===== src/rtl/fifo_wr_arbiter_if.sv =====
// Shared FIFO write-port bundle: requester handshakes on one side, FIFO write
// strobe/data/full on the other. The master modport is the arbiter's view.
interface fifo_wr_arbiter_if #(
  parameter int unsigned N  = 4,
  parameter int unsigned DW = 8
) ();

  logic              en;
  logic [N-1:0]      req_valid;
  logic [N*DW-1:0]   req_data;
  logic [N-1:0]      req_ready;
  logic [N-1:0]      gnt;
  logic              busy;
  logic              fifo_full;
  logic              fifo_wr;
  logic [DW-1:0]     fifo_din;

  modport master (
    input  en,
    input  req_valid,
    input  req_data,
    input  fifo_full,
    output req_ready,
    output gnt,
    output busy,
    output fifo_wr,
    output fifo_din
  );

  modport slave (
    output en,
    output req_valid,
    output req_data,
    output fifo_full,
    input  req_ready,
    input  gnt,
    input  busy,
    input  fifo_wr,
    input  fifo_din
  );

endinterface


===== src/rtl/fifo_wr_arbiter.sv =====
// Round-robin arbiter sharing one FIFO write port among N valid/ready
// requesters. A grant lasts up to MAX_BURST beats; writes are gated by the
// FIFO full flag so nothing is ever written into a full FIFO.
module fifo_wr_arbiter #(
  parameter int unsigned N         = 4,
  parameter int unsigned DW        = 8,
  parameter int unsigned MAX_BURST = 4
) (
  input logic               clk,
  input logic               rst,
  fifo_wr_arbiter_if.master bus
);

  localparam int unsigned PtrW = (N > 1) ? $clog2(N) : 1;

  typedef enum logic [0:0] {
    StIdle,
    StBusy
  } state_e;

  state_e          state_q, state_d;
  logic [N-1:0]    gnt_q, gnt_d;
  logic [PtrW-1:0] ptr_q, ptr_d;
  logic [3:0]      cnt_q, cnt_d;

  logic            pick_found;
  logic [PtrW-1:0] pick_idx;
  logic [N-1:0]    pick_oh;
  logic [PtrW-1:0] ptr_nxt;
  logic            granted_valid;
  logic            beat;
  logic            last_beat;
  logic [DW-1:0]   din_mux;

  // Round-robin pick: first valid requester starting at ptr_q, wrapping mod N.
  always_comb begin
    int unsigned     cand;
    logic [PtrW-1:0] cand_idx;
    pick_found = 1'b0;
    pick_idx   = '0;
    cand       = 0;
    cand_idx   = '0;
    for (int unsigned k = 0; k < N; k++) begin
      cand = 32'(ptr_q) + k;
      if (cand >= N) cand = cand - N;
      cand_idx = PtrW'(cand);
      if (!pick_found && bus.req_valid[cand_idx]) begin
        pick_found = 1'b1;
        pick_idx   = cand_idx;
      end
    end
  end

  // One-hot of the winner and the pointer just past it (winner gets lowest priority next).
  always_comb begin
    int unsigned nxt;
    pick_oh = {{(N-1){1'b0}}, 1'b1} << pick_idx;
    nxt     = 32'(pick_idx) + 32'd1;
    if (nxt >= N) nxt = 0;
    ptr_nxt = PtrW'(nxt);
  end

  // Write-port outputs are combinational from the registered grant.
  always_comb begin
    granted_valid = |(gnt_q & bus.req_valid);
    beat          = granted_valid & ~bus.fifo_full;
    last_beat     = beat && (({1'b0, cnt_q} + 5'd1) == 5'(MAX_BURST));
    din_mux       = '0;
    for (int unsigned i = 0; i < N; i++) begin
      if (gnt_q[i]) din_mux = din_mux | bus.req_data[i*DW +: DW];
    end
  end

  assign bus.fifo_wr   = beat;
  assign bus.fifo_din  = din_mux;
  assign bus.req_ready = bus.fifo_full ? '0 : gnt_q;
  assign bus.gnt       = gnt_q;
  assign bus.busy      = (state_q == StBusy);

  // Next state: grant from idle, count beats, release and re-grant on the same edge.
  always_comb begin
    state_d = state_q;
    gnt_d   = gnt_q;
    ptr_d   = ptr_q;
    cnt_d   = cnt_q;
    unique case (state_q)
      StIdle: begin
        if (bus.en && pick_found) begin
          state_d = StBusy;
          gnt_d   = pick_oh;
          ptr_d   = ptr_nxt;
          cnt_d   = '0;
        end
      end
      StBusy: begin
        if (!granted_valid || last_beat) begin
          // ptr_q already points past the releasing owner.
          if (bus.en && pick_found) begin
            gnt_d = pick_oh;
            ptr_d = ptr_nxt;
            cnt_d = '0;
          end else begin
            state_d = StIdle;
            gnt_d   = '0;
            cnt_d   = '0;
          end
        end else if (beat) begin
          cnt_d = cnt_q + 4'd1;
        end
      end
      default: begin
        state_d = StIdle;
        gnt_d   = '0;
      end
    endcase
  end

  // State registers with synchronous active-low reset.
  always_ff @(posedge clk) begin
    if (!rst) begin
      state_q <= StIdle;
      gnt_q   <= '0;
      ptr_q   <= '0;
      cnt_q   <= '0;
    end else begin
      state_q <= state_d;
      gnt_q   <= gnt_d;
      ptr_q   <= ptr_d;
      cnt_q   <= cnt_d;
    end
  end

endmodule

===== src/flat_wrapper.sv =====
// flat-port wrapper written by rule: the top's interface ports become plain ports
module fifo_wr_arbiter_flat 
#(
  parameter int unsigned N         = 4,
  parameter int unsigned DW        = 8,
  parameter int unsigned MAX_BURST = 4
)
  (clk, rst, bus_en, bus_req_valid, bus_req_data, bus_fifo_full, bus_req_ready, bus_gnt, bus_busy, bus_fifo_wr, bus_fifo_din);
  fifo_wr_arbiter_if #(.N(N), .DW(DW)) bus_i ();
  input logic clk;
  input logic rst;
  input wire logic [$bits(bus_i.en)-1:0] bus_en;
  input wire logic [$bits(bus_i.req_valid)-1:0] bus_req_valid;
  input wire logic [$bits(bus_i.req_data)-1:0] bus_req_data;
  input wire logic [$bits(bus_i.fifo_full)-1:0] bus_fifo_full;
  output wire logic [$bits(bus_i.req_ready)-1:0] bus_req_ready;
  output wire logic [$bits(bus_i.gnt)-1:0] bus_gnt;
  output wire logic [$bits(bus_i.busy)-1:0] bus_busy;
  output wire logic [$bits(bus_i.fifo_wr)-1:0] bus_fifo_wr;
  output wire logic [$bits(bus_i.fifo_din)-1:0] bus_fifo_din;
  assign bus_i.en = bus_en;
  assign bus_i.req_valid = bus_req_valid;
  assign bus_i.req_data = bus_req_data;
  assign bus_i.fifo_full = bus_fifo_full;
  assign bus_req_ready = bus_i.req_ready;
  assign bus_gnt = bus_i.gnt;
  assign bus_busy = bus_i.busy;
  assign bus_fifo_wr = bus_i.fifo_wr;
  assign bus_fifo_din = bus_i.fifo_din;
  fifo_wr_arbiter #(.N(N), .DW(DW), .MAX_BURST(MAX_BURST)) u_core (.clk(clk), .rst(rst), .bus(bus_i));
endmodule

===== config.mk =====
export PLATFORM = sky130hd
export DESIGN_NAME = fifo_wr_arbiter_flat
export DESIGN_NICKNAME = d
export VERILOG_FILES = /design/src/rtl/fifo_wr_arbiter_if.sv /design/src/rtl/fifo_wr_arbiter.sv /design/src/flat_wrapper.sv
export SDC_FILE = /design/constraint.sdc
export NUM_CORES = 1
export LEC_CHECK = 0
export BUFFER_PORTS_ARGS = -buffer_cell sky130_fd_sc_hd__buf_2
export CORE_ASPECT_RATIO = 0.7
export CORE_MARGIN = 2
export CORE_UTILIZATION = 30
export CTS_BUF_LIST = sky130_fd_sc_hd__clkbuf_4 sky130_fd_sc_hd__clkbuf_8
export DETAILED_ROUTE_END_ITERATION = 10
export PLACE_DENSITY = 0.59
export RECOVER_POWER = 50
export SYNTH_ARGS = -nofsm -noshare
export SYNTH_HDL_FRONTEND = slang
export SYNTH_SLANG_ARGS = --single-unit

===== constraint.sdc =====
create_clock -name clk -period 2.6 [get_ports clk]
set_input_delay 0.26 -clock clk [delete_from_list [all_inputs] [get_ports clk]]
set_output_delay 0.26 -clock clk [all_outputs]
set_load 0.02 [all_outputs]

* After elaboration in Yosys (flattened, before gate mapping)
Cells that the tools add are included.
** Cells by class
- Add/subtract/negate cells :: 10
- Multiply operators :: 0
- Div/mod/pow operators :: 0
- Order comparisons :: 9
- Eq/ne operators :: 4
- Shift operators :: 1
- Muxes and demuxes :: 40
- Bitwise gates (word level) :: 7
- Reductions and logical operators :: 13
** Operators with widths (count)
- $mux 8 :: 4
- $mux 4 :: 7
- $or 8x8->8 :: 3
- $mux 2 :: 11
- $pmux 4 s2 :: 2
- $ge 3x3->1 const B :: 4
- $lt 2x3->1 const B :: 4
- $mux 1 :: 10
- $bmux 1 s2 :: 4
- $sub 2x1->2 const B :: 4
- $add 2x1->3 const B :: 2
- $add 2x2->3 const B :: 2
- $add 4x1->5 const B :: 1
- $eq 5x3->1 const B :: 1
- $logic_and 1x1->1 :: 5
- $add 4x1->4 const B :: 1
- $and 4x4->4 :: 1
- $logic_not 1->1 :: 4
- $pmux 2 s2 :: 1
- $reduce_and 2->1 :: 2
- $reduce_or 4->1 :: 1
- $shl 1x2->4 const A :: 1
- $ge 2x3->1 const B :: 1
- $ne 3x3->1 const B :: 1
- 6 further kinds :: 7
** Word-level totals
- Register bits :: 11
- Latch bits :: 0
- Bits in writable memories :: 0
- Bits in read-only memories :: 0
- Output and inout port bits :: 18
- Logic and storage cells :: 88
- Memories :: 0

* Logic depth before layout (Yosys ltp)
Gate-level depths: netlist of run 1.
- Word-level depth :: 20
- Gate-level depth with buffers :: 7

* Least setup slack after synthesis of run 1
No wires, ideal clock.
- Path type :: register to register
- Start :: register u_core.cnt_q[0]
- End :: register u_core.gnt_q[0], in the netlist u_core.bus.gnt[0]
- Setup time :: 92 ps
- Arrival time :: 1508 ps
- Setup slack :: 1000 ps
- Stages on the path, launching flop included :: 7
- Buffers on the path :: 1
- Cells stage by stage :: dfxtp_1 ha_1 nor3b_1 o2111ai_1 and2_1 buf_2 o32ai_1
** Between the ends
- Longest elaborated chain between the ends :: 6
** Ends and longest elaborated chain
- start: declaration :: RTL line fifo_wr_arbiter.sv:24 : logic [3:0] cnt_q, cnt_d;
- start signal: assignment :: RTL line fifo_wr_arbiter.sv:129 : cnt_q <= cnt_d;
- $add 4x1->5 :: RTL line fifo_wr_arbiter.sv:67 : last_beat = beat && (({1'b0, cnt_q} + 5'd1) == 5'(MAX_BURST));
- $eq 5x3->1 :: RTL line fifo_wr_arbiter.sv:67
- $logic_and 1x1->1 :: RTL line fifo_wr_arbiter.sv:67
- $logic_or 1x1->1 :: RTL line fifo_wr_arbiter.sv:96 : if (!granted_valid || last_beat) begin
- $ne 2x2->1 (no line)
- $reduce_and 2->1 (no line)
- end signal: assignment :: RTL line fifo_wr_arbiter.sv:127 : gnt_q <= gnt_d;
- end: declaration :: RTL line fifo_wr_arbiter.sv:22 : logic [N-1:0] gnt_q, gnt_d;
No other way between the ends.
A chain may end at the register's enable or synchronous reset.

* Worst setup path in the final report of run 1
- Start :: register u_core.gnt_q[0], in the netlist u_core.bus.gnt[0]
- End :: register u_core.gnt_q[3], in the netlist u_core.bus.gnt[3]
** Between the ends
- Longest elaborated chain between the ends :: 7
- Elaborated cells between the ends (all ways) :: 8
** Ends and longest elaborated chain
- $and 4x4->4 * :: RTL line fifo_wr_arbiter.sv:65 : granted_valid = |(gnt_q & bus.req_valid);
- $reduce_or 4->1 * :: RTL line fifo_wr_arbiter.sv:65
- $and 1x1->1 :: RTL line fifo_wr_arbiter.sv:66 : beat = granted_valid & ~bus.fifo_full;
- $logic_and 1x1->1 :: RTL line fifo_wr_arbiter.sv:67
- $logic_or 1x1->1 * :: RTL line fifo_wr_arbiter.sv:96
- $ne 2x2->1 (no line) *
- $reduce_and 2->1 (no line) *
Every way passes the cells marked *; elsewhere a longest branch is shown, timed or not.

==> run summary, run 1 <==
Ys Warns - 0
H-tree Lvls - 1
layout cells sized above 1 - 32.20%
cts hold-fix bufs - 0
Die X - 72.00 microns
# setup viols final - 0
gpl congestion - 0.8039
CP max FO - 12
DR vias - 1097
ys async rst share - 0%
Slew headroom - 63.30%
clk sink count - 11
DIE AREA - 3715 sq um
die height - 51.60 microns
Avg Cell Area, Syn - 7.894 sq um
combinational share of power - 34.6%
drt pass-1 iters - 4
sequential fraction of the synthesis area - 22.68%
total wire length - 2689 microns
Synth area leader - dfxtp_1
hold slack - 337.9 ps
Power Density - 431.1 nW/um^2
Post-route DRC - 0
CP peak stage delay - 430 ps
Overflow after GRT - 0
Main synth FF type - dfxtp_1
first-pass GRT wire length - 4181 microns
ANT nets after route - 0
fill count - 310
post-layout min period - 1853 ps
synth unique cells - 36
Fmax achieved - 539.7 MHz
I/O pin count - 58
routed len/inst - 12.51 microns
status - completed
Max-cap violations - 0
RSZ-0062 raised after global routing - no
Final Instance Area - 1297 sq um
critical path required time - 2700 ps
switching share of total power - 35.25%
Total Power - 0.5593 mW
Worst EP arrival - 1960 ps
worst slew pin tran - 550.5 ps
Clk pwr share - 30.6%
Tcrit/Tclk final - 71.26%
FP Rows - 17
Post-Syn Area - 970.9 sq um
Area Overhead vs Synth - 33.63%
Inst Count DP - 211
Cells after Synth - 123
CTS tree - done
number of nets in the layout - 224
vias in the first global route - 959
EDFF count, synth - 0
most common cell after layout, fill and taps aside - buf_2
Area after DPL - 1271 sq um
most frequent cells in the layout - 44 x buf_2, 23 x nand2_1, 16 x a22oi_1
Clock Tree Buf Depth - 2
Synth Register Bits - 11
non-filler instance count after layout - 215
CP max stage cell - clkbuf_1
DRT iter0 DRCs - 60
Setup TNS Final - 0 ps
Reg power frac - 34.8%
initial antenna violation count - 0
crit path capture type - flop
n_diodes - 0
CORE AREA - 3127 sq um
Hold Fails Final Rpt - 0
crit-path cells - clkbuf_1, a22oi_2, a21boi_2, and2_1, o32ai_1
Post-CTS Setup Repair Bufs - 0
sw power - 0.1971 mW
syn_nets - 169
cells taking the most area after synthesis - dfxtp_1 23%, a22oi_1 12%, nand2_1 8.9%, ha_1 7.7%, a21oi_1 4.6%
Clk pin slew, worst setup/hold paths - 50 ps
crit path kind - reg2reg
worst vdd rail ir drop - 0.1823 mV
Setup Skew - 3.741 ps
CTS Buf Count - 3
HPWL Detailed - 2170 microns
vias per std cell - 5.102
leak pwr - 0.5779 nW
Total GRT Usage - 13.86%
Max Slew Vio Count - 0
HP Class - in2reg
Worst-Skew Late Latency - 240 ps
Port Buffers - 57
# resized after CTS - 0
Internal Power - 0.3622 mW
largest net degree at the start of global routing - 19
Root Buffer - clkbuf_8
Initial Util - 31.05%
Yosys top cell area share - 22.68%
startpoint types - flop
layer usage:
metal / global-route usage [%] / share of wire (%) / vias up
met5: 0 / 0 / -
li1: - / - / 569
met3: 1.938 / 3.6 / 2
met1: 19.74 / 47 / 504
met2: 21.76 / 48 / 22
met4: 4.088 / 0.63 / 0
cells by family (layout without fill, tap and decap cells):
family          Yosys count  in the layout  share of synthesized area [%]
fa+ha+maj                 6              6                          7.732
buf+inv                  13             67                          6.056
mux                       3              3                          3.093
flops                    11             11                          22.68
compound gates           46             46                          38.92
simple gates             44             44                          21.52
path summary, 6_finish.rpt:
kind	cells after the start	slack, ps	endpoint	startpoint
setup reg to reg	5	750	u_core.bus.gnt[3]$_SDFFE_PN0P_	u_core.bus.gnt[0]$_SDFFE_PN0P_
setup / recovery	5	750	u_core.bus.gnt[3]$_SDFFE_PN0P_	u_core.bus.gnt[0]$_SDFFE_PN0P_
hold / removal	3	340	u_core.bus.busy$_SDFF_PN0_	bus_en
hold reg to reg	2	480	u_core.ptr_q[0]$_SDFFE_PN0P_	u_core.ptr_q[0]$_SDFFE_PN0P_
sequential cells by signal, indices dropped and copies added, names as in the netlist:
name             cells
u_core.bus.gnt       4
u_core.cnt_q         4
u_core.ptr_q         2
u_core.bus.busy      1
final cells by class:
class / instances / area [sq um] / area share, %
multi-input cells: 99 / 691.9 / 53.33
repair buffers: 58 / 272.8 / 21.02
flip-flops and latches: 11 / 220.2 / 16.97
well taps: 38 / 47.55 / 3.664
clock buffers: 3 / 41.29 / 3.182
inverters: 5 / 18.77 / 1.446
clock inverters: 1 / 5.005 / 0.3857
cells in the mapped netlist (3+ instances only):
| cell | n |
|---|---|
| a21oi_1 | 9 |
| a22oi_1 | 16 |
| clkbuf_1 | 5 |
| dfxtp_1 | 11 |
| ha_1 | 6 |
| inv_1 | 4 |
| mux2i_1 | 3 |
| nand2_1 | 23 |
| nand3_1 | 3 |
| nor2_1 | 4 |
| nor2b_1 | 6 |
| o32ai_1 | 4 |
power groups by stage:
stage	Clock [mW]	Combinational (mW)	Sequential (mW)
final	0.171	0.193	0.195
after global routing	0.181	0.218	0.197
after CTS	0.175	0.200	0.194
after detailed placement	0	0.199	0.198
after global placement	0	0.200	0.198
after floorplan	0	0.123	0.197
metrics by stage:
step	utilization (%)	setup WS (ps)
after detailed placement	40.66	866.5
after floorplan	-	1000
final	41.50	747.3
after global routing	41.50	555.9
after global placement	40.66	952.8
after CTS	42.14	829.4
worst max-delay path, delay by kind of cell (launching register included):
family | cells | cell delay, ps
buffers and inverters | 1 | 430
AOI/OAI and AO/OA | 3 | 680
DFF | 1 | 300
and+or+nand+nor | 1 | 300
No activity file was read; power rests on OpenSTA's default activity.
==> run 2, diff against run 1 <==
--- a/config.mk
+++ b/config.mk
@@ -5,13 +5,14 @@
 export SDC_FILE = /design/constraint.sdc
 export NUM_CORES = 1
 export LEC_CHECK = 0
+export ABC_AREA = 1
 export BUFFER_PORTS_ARGS = -buffer_cell sky130_fd_sc_hd__buf_2
 export CORE_ASPECT_RATIO = 0.7
 export CORE_MARGIN = 2
 export CORE_UTILIZATION = 30
 export CTS_BUF_LIST = sky130_fd_sc_hd__clkbuf_4 sky130_fd_sc_hd__clkbuf_8
 export DETAILED_ROUTE_END_ITERATION = 10
-export PLACE_DENSITY = 0.59
+export PLACE_DENSITY = 0.58
 export RECOVER_POWER = 50
 export SYNTH_ARGS = -nofsm -noshare
 export SYNTH_HDL_FRONTEND = slang
==> constraint.sdc (replaced) <==
create_clock -name clk -period 1.6 [get_ports clk]
set_input_delay 0.16 -clock clk [delete_from_list [all_inputs] [get_ports clk]]
set_output_delay 0.16 -clock clk [all_outputs]
set_load 0.02 [all_outputs]
==> run 2 against run 1 <==
Effect of this change: the run now ends with setup timing left; sequential power grew 140%; clock skew increased by 0.98 ps; largest cell class unchanged; flip-flop and latch count unchanged; non-clock buffer count is 25 higher; register-to-register slack worse by 980 ps; critical path type unchanged; routed wire length up 34%; fmax rose by 1.1%; highest routed layer unchanged; combinational power grew to 15 times the previous value; worst setup slack worse by 980 ps; global-route usage is 1.8 points higher; clock power is 74% higher.
==> run summary, run 2 <==
status - complete, but fails checks (was completed)
failing checks - setup timing
ys async rst share - 0% (unchanged)
post-synthesis compound-gate area fraction - 7.856% (was 38.92%)
vias per std cell - 4.485 (was 5.102)
switching share of total power - 51.15% (was 35.25%)
reg2reg path depth - 12 (was 5)
most frequent cells in the layout - 58 x nand2_1, 49 x buf_2, 22 x buf_4 (was 44 x buf_2, 23 x nand2_1, 16 x a22oi_1)
Adder-Cell Fraction of Synth Area - 6.369% (was 7.732%)
Worst EP arrival - 2000 ps (was 1960 ps)
Cells after Synth - 193 (was 123)
Max-cap violations - 0 (unchanged)
EDFF count, synth - 0 (unchanged)
CP max FO - 7 (was 12)
FP Rows - 19 (was 17)
Initial Util - 30.60% (was 31.05%)
routed len/inst - 11.07 microns (was 12.51 microns)
clk sink count - 11 (unchanged)
combinational share of power - 79.4% (was 34.6%)
CP max stage cell - dfxtp_4 (was clkbuf_1)
most instantiated cells after synthesis - 61 x nand2_1, 22 x inv_1, 20 x nor2_1 (was 23 x nand2_1, 16 x a22oi_1, 11 x dfxtp_1)
CP peak stage delay - 350 ps (was 430 ps)
ANT nets after route - 0 (unchanged)
HPWL Detailed - 2708 microns (was 2170 microns)
DIE AREA - 4454 sq um (was 3715 sq um)
reg2reg setup slack - -230 ps (was 750 ps)
CTS tree - done (unchanged)
I/O pin count - 58 (unchanged)
Worst Hold Launch - rst (was bus_en)
most common cell after layout, fill and taps aside - nand2_1 (was buf_2)
first-pass GRT wire length - 5492 microns (was 4181 microns)
sequential fraction of the synthesis area - 18.68% (was 22.68%)
startpoint types - flop (unchanged)
Die X - 78.92 microns (was 72.00 microns)
Post-Syn Area - 1179 sq um (was 970.9 sq um)
largest net degree at the start of global routing - 13 (was 19)
Port Buffers - 57 (unchanged)
Main synth FF type - dfxtp_1 (unchanged)
number of nets in the layout - 321 (was 224)
Clock Tree Buf Depth - 2 (unchanged)
Area Overhead vs Synth - 56.05% (was 33.63%)
initial antenna violation count - 0 (unchanged)
cells taking the most area after synthesis - nand2_1 19%, dfxtp_1 19%, inv_1 7.0%, nand4_1 6.9%, nand3_1 6.8% (was dfxtp_1 23%, a22oi_1 12%, nand2_1 8.9%, ha_1 7.7%, a21oi_1 4.6%)
leak pwr - 0.9234 nW (was 0.5779 nW)
vias in the first global route - 1248 (was 959)
fill count - 390 (was 310)
Post-route DRC - 0 (unchanged)
cts hold-fix bufs - 0 (unchanged)
Slew headroom - 67.63% (was 63.30%)
crit-path cells - buf_8, clkinv_8, nand2_4, nand2_4, nand2_1, and2_4, nand3b_1, o21ai_2, buf_6, ha_4, nand4_1, a21oi_1 (was clkbuf_1, a22oi_2, a21boi_2, and2_1, o32ai_1)
hold path endpoint - u_core.cnt_q[0]$_SDFFE_PN0P_ (was u_core.bus.busy$_SDFF_PN0_)
total wire length - 3610 microns (was 2689 microns)
Reg power frac - 12.6% (was 34.8%)
HP Class - in2reg (unchanged)
Final WS setup - -233.3 ps (was 747.3 ps)
crit path capture type - flop (unchanged)
largest family of logic cells by synthesized area - simple AND/OR/NAND/NOR gates (was compound AO/OA/AOI/OAI gates)
Fmax achieved - 545.5 MHz (was 539.7 MHz)
DR vias - 1462 (was 1097)
worst slew pin tran - 485.5 ps (was 550.5 ps)
top-count cell post-synth - nand2_1 (unchanged)
Setup Skew - 4.726 ps (was 3.741 ps)
Worst-Skew Late Latency - 240 ps (about the same)
# setup viols final - 9 (was 0)
CORE AREA - 3851 sq um (was 3127 sq um)
CTS Buf Count - 3 (unchanged)
die height - 56.44 microns (was 51.60 microns)
Yosys top cell area share - 19.43% (was 22.68%)
Post-Synth Simple-Gate Area - 52.87% (was 21.52%)
Avg Cell Area, Syn - 6.107 sq um (was 7.894 sq um)
RSZ-0062 raised after global routing - yes (was no)
XOR/XNOR share of the synthesized area - 1.486% (was 0%)
sw power - 1.880 mW (was 0.1971 mW)
Ys Warns - 0 (unchanged)
worst vdd rail ir drop - 0.9006 mV (was 0.1823 mV)
Hold Fails Final Rpt - 0 (unchanged)
H-tree Lvls - 1 (unchanged)
Overflow after GRT - 0 (unchanged)
Clk pwr share - 8.1% (was 30.6%)
Finished Core Util - 47.76% (was 41.50%)
Clk pin slew, worst setup/hold paths - 50 ps (about the same)
Power Density - 1998 nW/um^2 (was 431.1 nW/um^2)
Tcrit/Tclk final - 114.6% (was 71.26%)
post-layout min period - 1833 ps (was 1853 ps)
Internal Power - 1.795 mW (was 0.3622 mW)
layout cells sized above 1 - 43.07% (was 32.20%)
critical path required time - 1770 ps (was 2700 ps)
Root Buffer - clkbuf_8 (unchanged)
R2R Path Start - u_core.ptr_q[0]$_SDFFE_PN0P_ (was u_core.bus.gnt[0]$_SDFFE_PN0P_)
crit path kind - reg2reg (unchanged)
FF-to-FF End - u_core.bus.gnt[0]$_SDFFE_PN0P_ (was u_core.bus.gnt[3]$_SDFFE_PN0P_)
syn_nets - 239 (was 169)
post-synthesis mux area share - 0% (was 3.093%)
gpl congestion - 0.7972 (was 0.8039)
DRT iter0 DRCs - 56 (was 60)
synth unique cells - 23 (was 36)
Synth Register Bits - 11 (unchanged)
Max Slew Vio Count - 0 (unchanged)
n_diodes - 0 (unchanged)
Synth area leader - nand2_1 (was dfxtp_1)
hold depth - 3 (unchanged)
pre-CTS setup slack - -302.7 ps (was 866.5 ps)
hold slack - 222.1 ps (was 337.9 ps)
Total GRT Usage - 15.65% (was 13.86%)
drt pass-1 iters - 4 (unchanged)
most used cell, CP - nand2_4
run 2: cell count changes in the layout (fill, tap and decap cells not counted), moves of 10 or more:
cell | before | now
a22oi_1 | 16 | 0
buf_4 | 0 | 22
inv_1 | 4 | 20
nand2_1 | 23 | 58
nand2_2 | 0 | 10
nand3_1 | 3 | 13
nand4_1 | 0 | 13
nor2_1 | 4 | 19
run 2: critical path: cells and delay by family (launching register included):
family,cells,cell delay [ps]
compound gates,2,350
fa+ha+maj,1,120
buf+inv,3,350
flops,1,350
simple gates,6,600
run 2: worst max-delay path by stage:
stage | startpoint | end | slack (ps) | cells after the start
finish | u_core.ptr_q[0]$_SDFFE_PN0P_ | u_core.bus.gnt[0]$_SDFFE_PN0P_ | -230 | 12
global route | u_core.ptr_q[0]$_SDFFE_PN0P_ | u_core.bus.gnt[0]$_SDFFE_PN0P_ | -370 | 13
CTS | u_core.ptr_q[0]$_SDFFE_PN0P_ | u_core.ptr_q[1]$_SDFFE_PN0P_ | -200 | 14
detailed placement | u_core.ptr_q[0]$_SDFFE_PN0P_ | u_core.ptr_q[1]$_SDFFE_PN0P_ | -300 | 13
global placement | u_core.ptr_q[0]$_SDFFE_PN0P_ | u_core.ptr_q[1]$_SDFFE_PN0P_ | -260 | 11
floorplan | u_core.ptr_q[0]$_SDFFE_PN0P_ | u_core.ptr_q[1]$_SDFFE_PN0P_ | -130 | 12
run 2: kinds of logic (layout without fill, tap and decap cells):
group	after synthesis	count (layout)
and+or+nand+nor	128	128
buffers and inverters	30	111
AOI/OAI and AO/OA	16	16
DFF	11	11
adders and majority gates	6	6
xor gates and xnor gates	2	2
run 2: timing repair:
action                     4_1_cts  5_1_grt
setup endpoints to repair       10       10
buffers inserted                 2        1
gates resized for setup         15       16
pin swaps                       23        3
run 2: cell type report:
cell class	count	area (sq um)	area share, %
clock buffer	4	48.80	2.653
sequential	11	225.2	12.24
multi-input combinational	152	914.6	49.73
inverter	24	102.6	5.578
tap	52	65.06	3.537
timing repair buffer	83	483.0	26.26
run 2: power groups by stage:
stage / combinational (mW) / sequential (mW) / clock, mW
2_1_floorplan: 1.66 / 0.491 / 0
3_3_place_gp: 2.46 / 0.448 / 0
3_5_place_dp: 2.45 / 0.448 / 0
4_1_cts: 2.73 / 0.449 / 0.304
5_1_grt: 3.21 / 0.475 / 0.320
6_report: 2.92 / 0.461 / 0.297
run 2: stage by stage:
| stage | power [mW] | std cells | cell area (sq um) | TNS, ps |
|---|---|---|---|---|
| after floorplan | 2.152 | 193 | 1185 | -307.3 |
| after global placement | 2.906 | 319 | 1655 | -1343 |
| after detailed placement | 2.903 | 319 | 1655 | -1575 |
| after CTS | 3.479 | 325 | 1780 | -937.1 |
| after global routing | 4.004 | 326 | 1839 | -2468 |
| final | 3.675 | 326 | 1839 | -1120 |
run 2: routing by layer:
metal / track usage, % / up-vias / routed length [microns]
li1: - / 783 / -
met2: 25.52 / 60 / 1505
met5: 0 / - / 0
met3: 5.466 / 2 / 354
met4: 1.478 / 0 / 9
met1: 20.83 / 617 / 1741
